[src/rtl/wdt_pkg.sv]
// Shared types for the windowed watchdog: FSM states, configuration mode
// codes and fault cause codes.
package wdt_pkg;

  typedef enum logic [1:0] {
    ST_IDLE = 2'd0,
    ST_RUN  = 2'd1,
    ST_FIRE = 2'd2
  } state_e;

  typedef enum logic [1:0] {
    MODE_OFF     = 2'b00,
    MODE_TIMEOUT = 2'b01,
    MODE_WINDOW  = 2'b10,
    MODE_PCSTALL = 2'b11
  } mode_e;

  typedef enum logic [1:0] {
    CAUSE_NONE    = 2'b00,
    CAUSE_TIMEOUT = 2'b01,
    CAUSE_EARLY   = 2'b10,
    CAUSE_BADKEY  = 2'b11
  } cause_e;

  localparam int unsigned FIRE_CNT_W = 4;

endpackage

[src/rtl/wdt_prescaler.sv]
// Tick prescaler for the watchdog.
//   clk, rst  : clock, synchronous active-high reset
//   i_clr     : synchronous clear (priority over counting)
//   i_en      : count enable
//   i_presc   : terminal value P; one tick every P+1 enabled clocks
//   o_tick    : high in the cycle whose edge wraps the counter
module wdt_prescaler #(
  parameter int unsigned PRESC_W = 8
) (
  input  logic               clk,
  input  logic               rst,
  input  logic               i_clr,
  input  logic               i_en,
  input  logic [PRESC_W-1:0] i_presc,
  output logic               o_tick
);

  logic [PRESC_W-1:0] cnt_d, cnt_q;
  logic               wrap;

  assign wrap   = (cnt_q == i_presc);
  assign o_tick = i_en && wrap;

  always_comb begin
    cnt_d = cnt_q;
    if (i_clr) begin
      cnt_d = '0;
    end else if (i_en) begin
      cnt_d = wrap ? '0 : cnt_q + PRESC_W'(1);
    end
  end

  always_ff @(posedge clk) begin
    if (rst) begin
      cnt_q <= '0;
    end else begin
      cnt_q <= cnt_d;
    end
  end

endmodule

[src/rtl/wdt_window.sv]
// Windowed watchdog with keyed kick, optional early-kick window, PC-stall
// auto-kick, early warning, stretched reset pulse and sticky fault cause.
//   clk, rst        : clock, synchronous active-high reset
//   i_pc            : MCU program counter (auto-kick source in pc-stall mode)
//   i_cfg_*         : configuration, accepted once in IDLE on i_cfg_we
//   i_kick_valid/key: software kick strobe and key
//   o_reset         : watchdog reset pulse, RST_PULSE clocks wide
//   o_warn          : count has reached half the timeout while running
//   o_count         : current tick count
//   o_cause         : last fault cause
//   o_lock          : configuration locked (cleared only by rst)
//   o_fire_cnt      : saturating fire counter
module wdt_window
  import wdt_pkg::*;
#(
  parameter int unsigned CNT_W     = 16,
  parameter int unsigned PC_W      = 8,
  parameter int unsigned PRESC_W   = 8,
  parameter int unsigned RST_PULSE = 4,
  parameter logic [7:0]  KICK_KEY  = 8'hA5
) (
  input  logic               clk,
  input  logic               rst,
  input  logic [PC_W-1:0]    i_pc,
  input  logic               i_cfg_we,
  input  logic [1:0]         i_cfg_mode,
  input  logic [CNT_W-1:0]   i_cfg_timeout,
  input  logic [CNT_W-1:0]   i_cfg_window,
  input  logic [PRESC_W-1:0] i_cfg_presc,
  input  logic               i_kick_valid,
  input  logic [7:0]         i_kick_key,
  output logic               o_reset,
  output logic               o_warn,
  output logic [CNT_W-1:0]   o_count,
  output logic [1:0]         o_cause,
  output logic               o_lock,
  output logic [3:0]         o_fire_cnt
);

  localparam int unsigned PULSE_W = (RST_PULSE > 1) ? $clog2(RST_PULSE) : 1;
  localparam logic [PULSE_W-1:0] PULSE_LAST = PULSE_W'(RST_PULSE - 1);

  state_e                  state_d, state_q;
  mode_e                   mode_d, mode_q;
  cause_e                  cause_d, cause_q;
  logic [CNT_W-1:0]        timeout_d, timeout_q;
  logic [CNT_W-1:0]        window_d, window_q;
  logic [PRESC_W-1:0]      presc_d, presc_q;
  logic [CNT_W-1:0]        count_d, count_q;
  logic [PULSE_W-1:0]      pulse_d, pulse_q;
  logic                    reset_d, reset_q;
  logic                    lock_d, lock_q;
  logic [FIRE_CNT_W-1:0]   fire_cnt_d, fire_cnt_q;
  logic [PC_W-1:0]         pc_q;

  logic   key_ok, key_bad, pc_kick, tick, presc_clr, fire;
  cause_e fire_cause;

  assign key_ok  = i_kick_valid && (i_kick_key == KICK_KEY);
  assign key_bad = i_kick_valid && (i_kick_key != KICK_KEY);
  assign pc_kick = (mode_q == MODE_PCSTALL) && (i_pc != pc_q);

  // Prescaler is held at 0 outside RUN, so both RUN entry and FIRE exit
  // restart the tick phase from zero.
  assign presc_clr = (state_q != ST_RUN) || key_ok || pc_kick;

  wdt_prescaler #(
    .PRESC_W (PRESC_W)
  ) u_presc (
    .clk     (clk),
    .rst     (rst),
    .i_clr   (presc_clr),
    .i_en    (state_q == ST_RUN),
    .i_presc (presc_q),
    .o_tick  (tick)
  );

  always_comb begin
    state_d    = state_q;
    mode_d     = mode_q;
    cause_d    = cause_q;
    timeout_d  = timeout_q;
    window_d   = window_q;
    presc_d    = presc_q;
    count_d    = count_q;
    pulse_d    = pulse_q;
    reset_d    = reset_q;
    lock_d     = lock_q;
    fire_cnt_d = fire_cnt_q;
    fire       = 1'b0;
    fire_cause = CAUSE_NONE;

    case (state_q)
      ST_IDLE: begin
        if (i_cfg_we && (i_cfg_mode != MODE_OFF) && (i_cfg_timeout != '0)) begin
          mode_d    = mode_e'(i_cfg_mode);
          timeout_d = i_cfg_timeout;
          window_d  = i_cfg_window;
          presc_d   = i_cfg_presc;
          count_d   = '0;
          lock_d    = 1'b1;
          state_d   = ST_RUN;
        end
      end
      ST_RUN: begin
        // Kick faults outrank a simultaneous timeout; a good kick beats it.
        if (key_bad) begin
          fire       = 1'b1;
          fire_cause = CAUSE_BADKEY;
        end else if (key_ok && (mode_q == MODE_WINDOW) && (count_q < window_q)) begin
          fire       = 1'b1;
          fire_cause = CAUSE_EARLY;
        end else if (key_ok || pc_kick) begin
          count_d = '0;
        end else if (tick) begin
          if (count_q == timeout_q - CNT_W'(1)) begin
            fire       = 1'b1;
            fire_cause = CAUSE_TIMEOUT;
          end else begin
            count_d = count_q + CNT_W'(1);
          end
        end
      end
      ST_FIRE: begin
        if (pulse_q == '0) begin
          state_d = ST_RUN;
          reset_d = 1'b0;
          count_d = '0;
        end else begin
          pulse_d = pulse_q - PULSE_W'(1);
        end
      end
      default: state_d = ST_IDLE;
    endcase

    if (fire) begin
      state_d = ST_FIRE;
      reset_d = 1'b1;
      pulse_d = PULSE_LAST;
      cause_d = fire_cause;
      count_d = '0;
      if (fire_cnt_q != '1) begin
        fire_cnt_d = fire_cnt_q + FIRE_CNT_W'(1);
      end
    end
  end

  always_ff @(posedge clk) begin
    if (rst) begin
      state_q    <= ST_IDLE;
      mode_q     <= MODE_OFF;
      cause_q    <= CAUSE_NONE;
      timeout_q  <= '0;
      window_q   <= '0;
      presc_q    <= '0;
      count_q    <= '0;
      pulse_q    <= '0;
      reset_q    <= 1'b0;
      lock_q     <= 1'b0;
      fire_cnt_q <= '0;
      pc_q       <= '0;
    end else begin
      state_q    <= state_d;
      mode_q     <= mode_d;
      cause_q    <= cause_d;
      timeout_q  <= timeout_d;
      window_q   <= window_d;
      presc_q    <= presc_d;
      count_q    <= count_d;
      pulse_q    <= pulse_d;
      reset_q    <= reset_d;
      lock_q     <= lock_d;
      fire_cnt_q <= fire_cnt_d;
      pc_q       <= i_pc;
    end
  end

  assign o_reset    = reset_q;
  assign o_warn     = (state_q == ST_RUN) && (count_q >= (timeout_q >> 1));
  assign o_count    = count_q;
  assign o_cause    = cause_q;
  assign o_lock     = lock_q;
  assign o_fire_cnt = fire_cnt_q;

endmodule

[config.mk]
export PLATFORM = sky130hd
export DESIGN_NAME = wdt_window
export DESIGN_NICKNAME = d
export VERILOG_FILES = /design/src/rtl/wdt_pkg.sv /design/src/rtl/wdt_prescaler.sv /design/src/rtl/wdt_window.sv
export SDC_FILE = /design/constraint.sdc
export NUM_CORES = 1
export LEC_CHECK = 0
export CAP_MARGIN = 15
export CORE_MARGIN = 1
export CORE_UTILIZATION = 25
export CTS_BUF_LIST = sky130_fd_sc_hd__clkbuf_16
export DETAILED_ROUTE_END_ITERATION = 16
export PLACE_DENSITY = 0.51
export SLEW_MARGIN = 20
export SYNTH_ARGS = -nofsm -noshare
export SYNTH_HDL_FRONTEND = slang
export SYNTH_SLANG_ARGS = --single-unit
[constraint.sdc]
create_clock -name clk -period 7.7 [get_ports clk]
set_input_delay 1.54 -clock clk [delete_from_list [all_inputs] [get_ports clk]]
set_output_delay 1.54 -clock clk [all_outputs]
set_load 0.02 [all_outputs]
Yosys cells after proc, flatten, opt, wreduce, memory -nomap -nowiden:

Cells that the tools add are included.

* multiply operators: 0
* $add $sub $neg: 5
* $lt $le $gt $ge: 2
* bitwise gates (word level): 1
* mux-type cells: 31
* div/mod/pow operators: 0
* shift-type cells: 0
* equal/unequal tests: 21
* reduce and logical (&&, ||, !) cells: 28

Operators with widths (count)
* two-way mux 16 bit: 7
* case mux 16 bit (3 select lines): 1
* two-way mux 2 bit: 9
* adder 16 x 1 -> 16 bit (second input constant): 1
* equality test 16 bit: 1
* >= comparator 16 x 15 -> 1 bit: 1
* < comparator 16 bit: 1
* nonzero test 16 bit: 1
* subtractor 16 x 1 -> 16 bit (second input constant): 1
* two-way mux 1 bit: 12
* != test 2 bit (second input constant): 6
* != test 3 bit (second input constant): 4
* logical AND 1 bit: 9
* adder 8 x 1 -> 8 bit (second input constant): 1
* equality test 8 bit: 1
* equality test 8 bit (second input constant): 1
* two-way mux 8 bit: 1
* != test 8 bit: 1
* != test 8 bit (second input constant): 1
* AND reduction 2 bit: 4
* AND reduction 7 bit: 1
* equality test 2 bit (second input constant): 3
* case mux 2 bit (3 select lines): 1
* AND reduction 3 bit: 2
* other kinds (11): 17

* register bits: 86
* memory bits (read-only): 0
* bits in writable memories: 0
* memories kept: 0
* bits in latches: 0
* output and inout port bits: 25
* word-level logic and storage cells: 102

Depth between registers and ports, before layout:

Gate-level depths: netlist of the first run.

* depth after elaboration: 10
* mapped depth: 13
* depth with buffers taken out: 10

Cells and area by module:

Synthesis of the first run repeated with hierarchy kept, for this count alone.

* cell total of the unflattened synthesis: 631
* area total of the unflattened synthesis: 5038.6 um^2

By module, submodules not included
* wdt_window: times used 1, area each 4604.4 um^2, cells each 582
* wdt_prescaler: times used 1, area each 434.2 um^2, cells each 49

Least setup slack after synthesis of the first run:

No wires, ideal clock.

* path type: in2reg
* start point: input port i_pc[6]
* end point: register count_q[0] (netlist: o_count[0])
* setup time: 0.115 ns
* path slack: 3.926 ns
* stages on the path: 11
* arrival: 3.660 ns
* data required time: 7.585 ns
* path through: xor2_1 -> nor4_1 -> a21oi_1 -> or3b_2 -> clkbuf_1 -> o211ai_2 -> or2_0 -> clkbuf_1 -> buf_2 -> nor3_1 -> o21a_1

* longest elaborated chain between the ends: 8
* elaborated cells between the ends (all ways): 15

Ends and longest elaborated chain
* start: declaration: line wdt_window.sv:24 `input logic [PC_W-1:0] i_pc,`
* != test 8 bit (*): line wdt_window.sv:61 `assign pc_kick = (mode_q == MODE_PCSTALL) && (i_pc != pc_q);`
* logical AND 1 bit (*): line wdt_window.sv:61
* logical OR 1 bit (*): line wdt_window.sv:113 `end else if (key_ok || pc_kick) begin`
* two-way mux 1 bit: line wdt_window.sv:113
* two-way mux 1 bit: line wdt_window.sv:110 `end else if (key_ok && (mode_q == MODE_WINDOW) && (count_q < window_q)) begin`
* two-way mux 1 bit: line wdt_window.sv:107 `if (key_bad) begin`
* two-way mux 1 bit: line wdt_window.sv:93 `case (state_q)`
* OR reduction 2 bit (no line)
* end signal: assignment: line wdt_window.sv:169 `count_q <= count_d;`
* end: declaration: line wdt_window.sv:49 `logic [CNT_W-1:0] count_d, count_q;`

Mark *: on every way between the ends. The rest lies on a longest branch, timed or not. The select of a mux whose other input is x is not followed.
A chain may end at the register's enable or synchronous reset.

Worst setup path in the final report of the first run:

* start point: register count_q[0] (netlist: o_count[0])
* end point: output port o_warn

* longest elaborated chain between the ends: 2

Ends and longest elaborated chain
* >= comparator 16 x 15 -> 1 bit: line wdt_window.sv:179 `assign o_warn = (state_q == ST_RUN) && (count_q >= (timeout_q >> 1));`
* logical AND 1 bit: line wdt_window.sv:179
* end: declaration: line wdt_window.sv:33 `output logic o_warn,`

No other way between the ends.

==> results of run 1 <==
==> synth_stat cells (6+ instances only) <==
cell / instances
nand2_1: 104
dfxtp_1: 86
a21oi_1: 59
inv_1: 39
nor2_1: 39
ha_1: 35
xor2_1: 25
xnor2_1: 23
clkbuf_1: 22
nor2b_1: 16
o21ai_0: 16
nor3_1: 13
a211oi_1: 11
nand4_1: 11
a21o_1: 10
nand3_1: 9
nor4_1: 9
and3_1: 8
or4_1: 7
nand2b_1: 6
==> metrics by stage <==
stage                     area [µm²]  hold WS (ns)  power [W]
after floorplan                 4880         0.432   0.000622
after global placement          5970         0.443   0.000700
after detailed placement        5970         0.447   0.000700
after CTS                       6300         0.456    0.00118
after global routing            6300         0.477    0.00122
final                           6300         0.455    0.00117
==> worst max-delay path, cell delays in order, from the launching register on <==
cell             delay [ns]
dfxtp_1                0.53
inv_1                  0.14
ha_1                   0.30
nand2b_1               0.14
a21o_1                 0.17
a21o_1                 0.17
a211oi_1               0.21
o21ai_0                0.13
o211ai_1               0.10
a21o_1                 0.14
a21oi_1                0.09
clkdlybuf4s50_1        0.56
==> layer usage <==
layer,GRT usage (%),share of wire (%)
met5,0,0
met4,4.02,0.70
met3,2.70,5.8
met2,22.2,45
met1,19.3,48
==> where the power goes <==
part	internal [W]	total (W)	switching [W]
logic	0.0000940	0.000202	0.000108
clock network	0.000285	0.000477	0.000192
registers	0.000466	0.000486	0.0000195
==> path summary, 6_finish.rpt <==
check	slack [ns]	end	from
setup / recovery	3.14	o_warn	o_count[0]$_SDFFE_PP0P_
hold / removal	0.45	window_q[13]$_SDFFE_PP0P_	window_q[13]$_SDFFE_PP0P_
setup reg to reg	4.21	o_count[12]$_SDFFE_PP0P_	timeout_q[1]$_SDFFE_PP0P_
hold reg to reg	0.45	window_q[13]$_SDFFE_PP0P_	window_q[13]$_SDFFE_PP0P_
==> flip-flops by register name (all words and copies together) (netlist names) <==
register / flops
o_fire_cnt: 4
mode_q: 2
window_q: 16
o_lock: 1
o_cause: 2
timeout_q: 16
state_q: 2
o_reset: 1
u_presc.cnt_q: 8
pc_q: 8
presc_q: 8
pulse_q: 2
o_count: 16
==> area by class of cell <==
class | instances | share of cell area (%)
Multi-Input combinational cell | 457 | 46.1
Sequential cell | 86 | 27.3
Inverter | 39 | 2.33
Tap cell | 260 | 5.17
Clock buffer | 9 | 3.58
Timing Repair Buffer | 89 | 14.0
Clock inverter | 7 | 1.53
==> logic make-up (layout without fill, tap and decap cells) <==
kind of cell	count (synthesis)	in the layout
AO/OA/AOI/OAI	125	125
XOR/XNOR	49	49
adder cells (fa/ha/maj)	35	35
buffers and inverters	66	144
flip-flops	86	86
multiplexers	2	2
AND/OR/NAND/NOR	246	246
==> results.tsv, run 1 <==
metric	value	unit
status	complete, no violations	
grt_max_degree	68	
mostFrequentLayoutCells	nand2_1, dfxtp_1, clkdlybuf4s50_1, a21oi_1	
end_kind	output pin	
hold_viol	0	
final_common_cell	nand2_1	
ant_nets	0	
ctsResizeCount	0	
slew_headroom	49.7	%
syn-cell-area	4880	µm²
die_height	142	µm
antenna_found_initial	0	
hold_path_class	register to register	
synth_fa_ha_area_share	8.97	%
pwr_density_cell	185	nW/µm²
synthMuxAreaShare	0.436	%
synth_area_leader_cell	dfxtp_1	
drv_slew	0	
critPathKind	register to output pin	
final_util	33.2	%
routed_via_density	4.56	
drt_iter0_drc	281	
drt-total-wl	13.6	mm
synth.area.top_cells	dfxtp_1, ha_1, nand2_1	
dp_slack	2.96	ns
core_area	19000	µm²
drc	0	
dieArea	20100	µm²
cts_htree_levels	3	
synthArstFlopShare	0	%
overflow	0	
clock_latency	0.35	ns
rsz0062_at_grt	false	
yosysSeqAreaShare	35.3	%
globalRouteTotalUtil	14.0	%
synthSimpleGateAreaFrac	24.9	%
whs_path_depth	2	
seqCellArea	1720	µm²
netlist.area_leader.share	35.3	%
cap_violations	0	
finalCriticalPeriod	4.56	ns
worstPathArrival	3.02	ns
grt_pass1_wl	21.7	mm
syn_to_final_growth	28.9	%
fin_nets	779	
grt_pass1_vias	4060	
clk_pin_slew	0.07	ns
vdd_drop_max	106	µV
port_buffers	86	
syn-num-nets	706	
syn_avg_cell_area	8.02	µm²
synth_ff_type	dfxtp_1	
r2r_cells	10	
synth_edf_count	0	
cts_tree	done	
post-cts-setup-buffers	0	
cp_max_fo	7	
vias	4320	
synth-compound-area-share	16.1	%
hold_buffers	0	
wl_per_cell	14.3	µm
io_pins	87	
multi_input_area	2900	µm²
gp_congestion	0.791	
yosysWarnings	0	
postSynthCellCount	609	
finalSetupTns	0	ns
layout-drive-gt1-share	4.08	%
synth.distinct_cells	58	
tightest_slew	0.755	ns
critPathLaunchType	register	
die_width	142	µm
cts_root_buf	clkbuf_16	
period_share	59.3	%
synth_xor_area_share	9.10	%
ys_seq_elements	86	
stdcell_count	947	
fin_worst_skew	0.00786	ns
synth_top_family_by_area	simple AND/OR/NAND/NOR gates	
required	6.16	ns
timing.fmax	0.219	GHz
cts_inserted_buffers	9	
diodes	0	
rows	50	
fillers	2026	
cts_num_sinks	86	
setup_ws	3.14	ns
cts_buffer_depth	2	
dr.pass1.iters	4	
p_leak	2.37	nW
dp.cells	931	
setup_violations	0	
initial_core_util	25.8	%
hpwl	10.2	mm
Note: power is estimated with default switching activity, not from simulation.
==> run 2: changes to the inputs <==
PLACE_DENSITY = 0.52   (was 0.51)
clock period = 4.02 ns   (was 7.7 ns; I/O delays follow)
==> run 2 against run 1 <==
  * Clock skew down 0.0018 ns
  * Clock-buffer cell count unchanged
  * Critical path depth shrank 1
  * Total power up 91%
  * Sequential share of layout area decreased by 0.29 points
  * Via count rose by 1.5%
  * Sequential power is 91% higher
  * Global-route usage up 0.23 points
  * Design area increased by 1.1%
  * Largest cell class unchanged
  * Highest routed layer unchanged
==> results.tsv, run 2 (synthesized netlist as in run 1, its figures left out) <==
metric	value	unit	change
cap_violations	0		unchanged
vdd_drop_max	211	µV	was 106 µV
ant_nets	0		unchanged
routed_via_density	4.58		was 4.56
seqCellArea	1720	µm²	unchanged
grt_pass1_vias	4043		was 4,060
die_width	142	µm	unchanged
hold_end	window_q[9]$_SDFFE_PP0P_		was window_q[13]$_SDFFE_PP0P_
hold_path_class	register to register		unchanged
drc	0		unchanged
critPathKind	register to output pin		unchanged
cpMostUsedCell	a21o_1		unchanged
dieArea	20100	µm²	unchanged
dr.pass1.iters	4		unchanged
period_share	90.3	%	
worstPathCellList	inv_1 > ha_1 > a21o_1 > a21o_1 > a211oi_1 > o21ai_0 > o211ai_1 > a21o_1 > a21oi_1 > clkdlybuf4s50_1		was inv_1 > ha_1 > nand2b_1 > a21o_1 > a21o_1 > a211oi_1 > o21ai_0 > o211ai_1 > a21o_1 > a21oi_1 > clkdlybuf4s50_1
ctsResizeCount	0		unchanged
pwr_density_cell	349	nW/µm²	was 185 nW/µm²
finalSetupTns	0	ns	unchanged
crit_path_max_incr_delay	0.66	ns	was 0.56 ns
cts_htree_levels	3		unchanged
rows	50		unchanged
post-cts-setup-buffers	0		unchanged
io_pins	87		unchanged
final_util	33.6	%	was 33.2%
r2r-start	timeout_q[0]$_SDFFE_PP0P_		was timeout_q[1]$_SDFFE_PP0P_
fin_nets	789		was 779
cts_root_buf	clkbuf_16		unchanged
timing.fmax	0.275	GHz	
clk_pin_slew	0.06	ns	was 0.07 ns
fin_worst_skew	0.00609	ns	was 0.00786 ns
port_buffers	86		unchanged
initial_core_util	25.8	%	unchanged
cp_max_fo	8		was 7
grt_pass1_wl	21.8	mm	was 21.7 mm
cts_buffer_depth	2		unchanged
die_height	142	µm	unchanged
r2r_setup_slack	0.62	ns	was 4.21 ns
antenna_found_initial	0		unchanged
r2r_cells	10		unchanged
rsz0062_at_grt	false		unchanged
status	complete, no violations		unchanged
hpwl	10.6	mm	was 10.2 mm
fillers	2009		was 2,026
grt_max_degree	43		was 68
hold_viol	0		unchanged
diodes	0		unchanged
setup_ws	0.388	ns	was 3.14 ns
required	3.22	ns	was 6.16 ns
slew_headroom	56.8	%	was 49.7%
syn_to_final_growth	30.3	%	was 28.9%
overflow	0		unchanged
finalCriticalPeriod	3.63	ns	
worstHoldStart	window_q[9]$_SDFFE_PP0P_		was window_q[13]$_SDFFE_PP0P_
globalRouteTotalUtil	14.3	%	was 14.0%
dp_slack	0.392	ns	was 2.96 ns
layout-drive-gt1-share	5.02	%	was 4.08%
cts_tree	done		unchanged
hold_buffers	0		unchanged
mostFrequentLayoutCells	nand2_1, dfxtp_1, clkdlybuf4s50_1, a21oi_1, inv_1		was nand2_1, dfxtp_1, clkdlybuf4s50_1, a21oi_1
multi_input_area	2900	µm²	unchanged
p_leak	2.43	nW	was 2.37 nW
drv_slew	0		unchanged
worstPathArrival	2.83	ns	was 3.02 ns
slowest_stage	clkdlybuf4s50_1		unchanged
cts_inserted_buffers	9		unchanged
vias	4384		was 4,320
tightest_slew	0.639	ns	was 0.755 ns
gp_congestion	0.835		was 0.791
rr_endpoint	o_count[3]$_SDFFE_PP0P_		was o_count[12]$_SDFFE_PP0P_
drt_iter0_drc	255		was 281
final_common_cell	nand2_1		unchanged
wl_per_cell	14.3	µm	about the same
whs_path_depth	2		unchanged
whs	0.454	ns	was 0.455 ns
drt-total-wl	13.7	mm	was 13.6 mm
critPathLaunchType	register		unchanged
clock_latency	0.35	ns	about the same
setup_violations	0		unchanged
core_area	19000	µm²	unchanged
end_kind	output pin		unchanged
cts_num_sinks	86		unchanged
run 2: per-stage QoR:
stage | std cells | instance area, µm² | power (W)
2_1_floorplan | 609 | 4880 | 0.00119
3_3_place_gp | 941 | 6050 | 0.00135
3_5_place_dp | 941 | 6050 | 0.00135
4_1_cts | 957 | 6360 | 0.00226
5_1_grt | 957 | 6360 | 0.00234
6_report | 957 | 6360 | 0.00222
run 2: area by class of cell:
cell class / count / area share [%]
inverters: 39 / 2.30
clock buffers: 9 / 3.54
clock inverters: 7 / 1.40
repair buffers: 99 / 15.0
well taps: 260 / 5.11
flip-flops and latches: 86 / 27.1
multi-input cells: 457 / 45.6
run 2: power breakdown:
part	switching [W]	internal [W]	total, W
Clock	0.000354	0.000541	0.000896
Combinational	0.000211	0.000187	0.000397
Sequential	0.0000359	0.000893	0.000929
run 2: routing by layer:
metal | GRT usage, % | part of all wire [%] | vias up
li1 | - | - | 2278
met1 | 19.3 | 48 | 1994
met2 | 21.9 | 45 | 94
met3 | 2.77 | 4.6 | 18
met4 | 6.56 | 2.3 | 0
met5 | 0 | 0 | -
run 2: worst max path at each step:
stage,startpoint,end,slack [ns]
finish,timeout_q[2]$_SDFFE_PP0P_,o_warn,0.39
global route,timeout_q[2]$_SDFFE_PP0P_,o_warn,0.22
CTS,timeout_q[2]$_SDFFE_PP0P_,o_warn,0.37
detailed placement,i_pc[6],o_count[3]$_SDFFE_PP0P_,0.39
global placement,i_pc[6],o_count[14]$_SDFFE_PP0P_,0.46
floorplan,i_pc[6],o_count[0]$_SDFFE_PP0P_,0.98
run 2: worst max-delay path: cells and delay by family, from the launching register on:
family,cells,cell delay (ns)
adders and majority gates,1,0.29
AOI/OAI and AO/OA,7,0.98
buffers and inverters,2,0.76
DFF,1,0.47
==> run 3: changes to the inputs <==
CAP_MARGIN = 5   (was 15)
CTS_CLUSTER_DIAMETER = 100   (was unset)
==> results of run 3 <==
Final layout, timing and power as in run 2 (identical DEF).
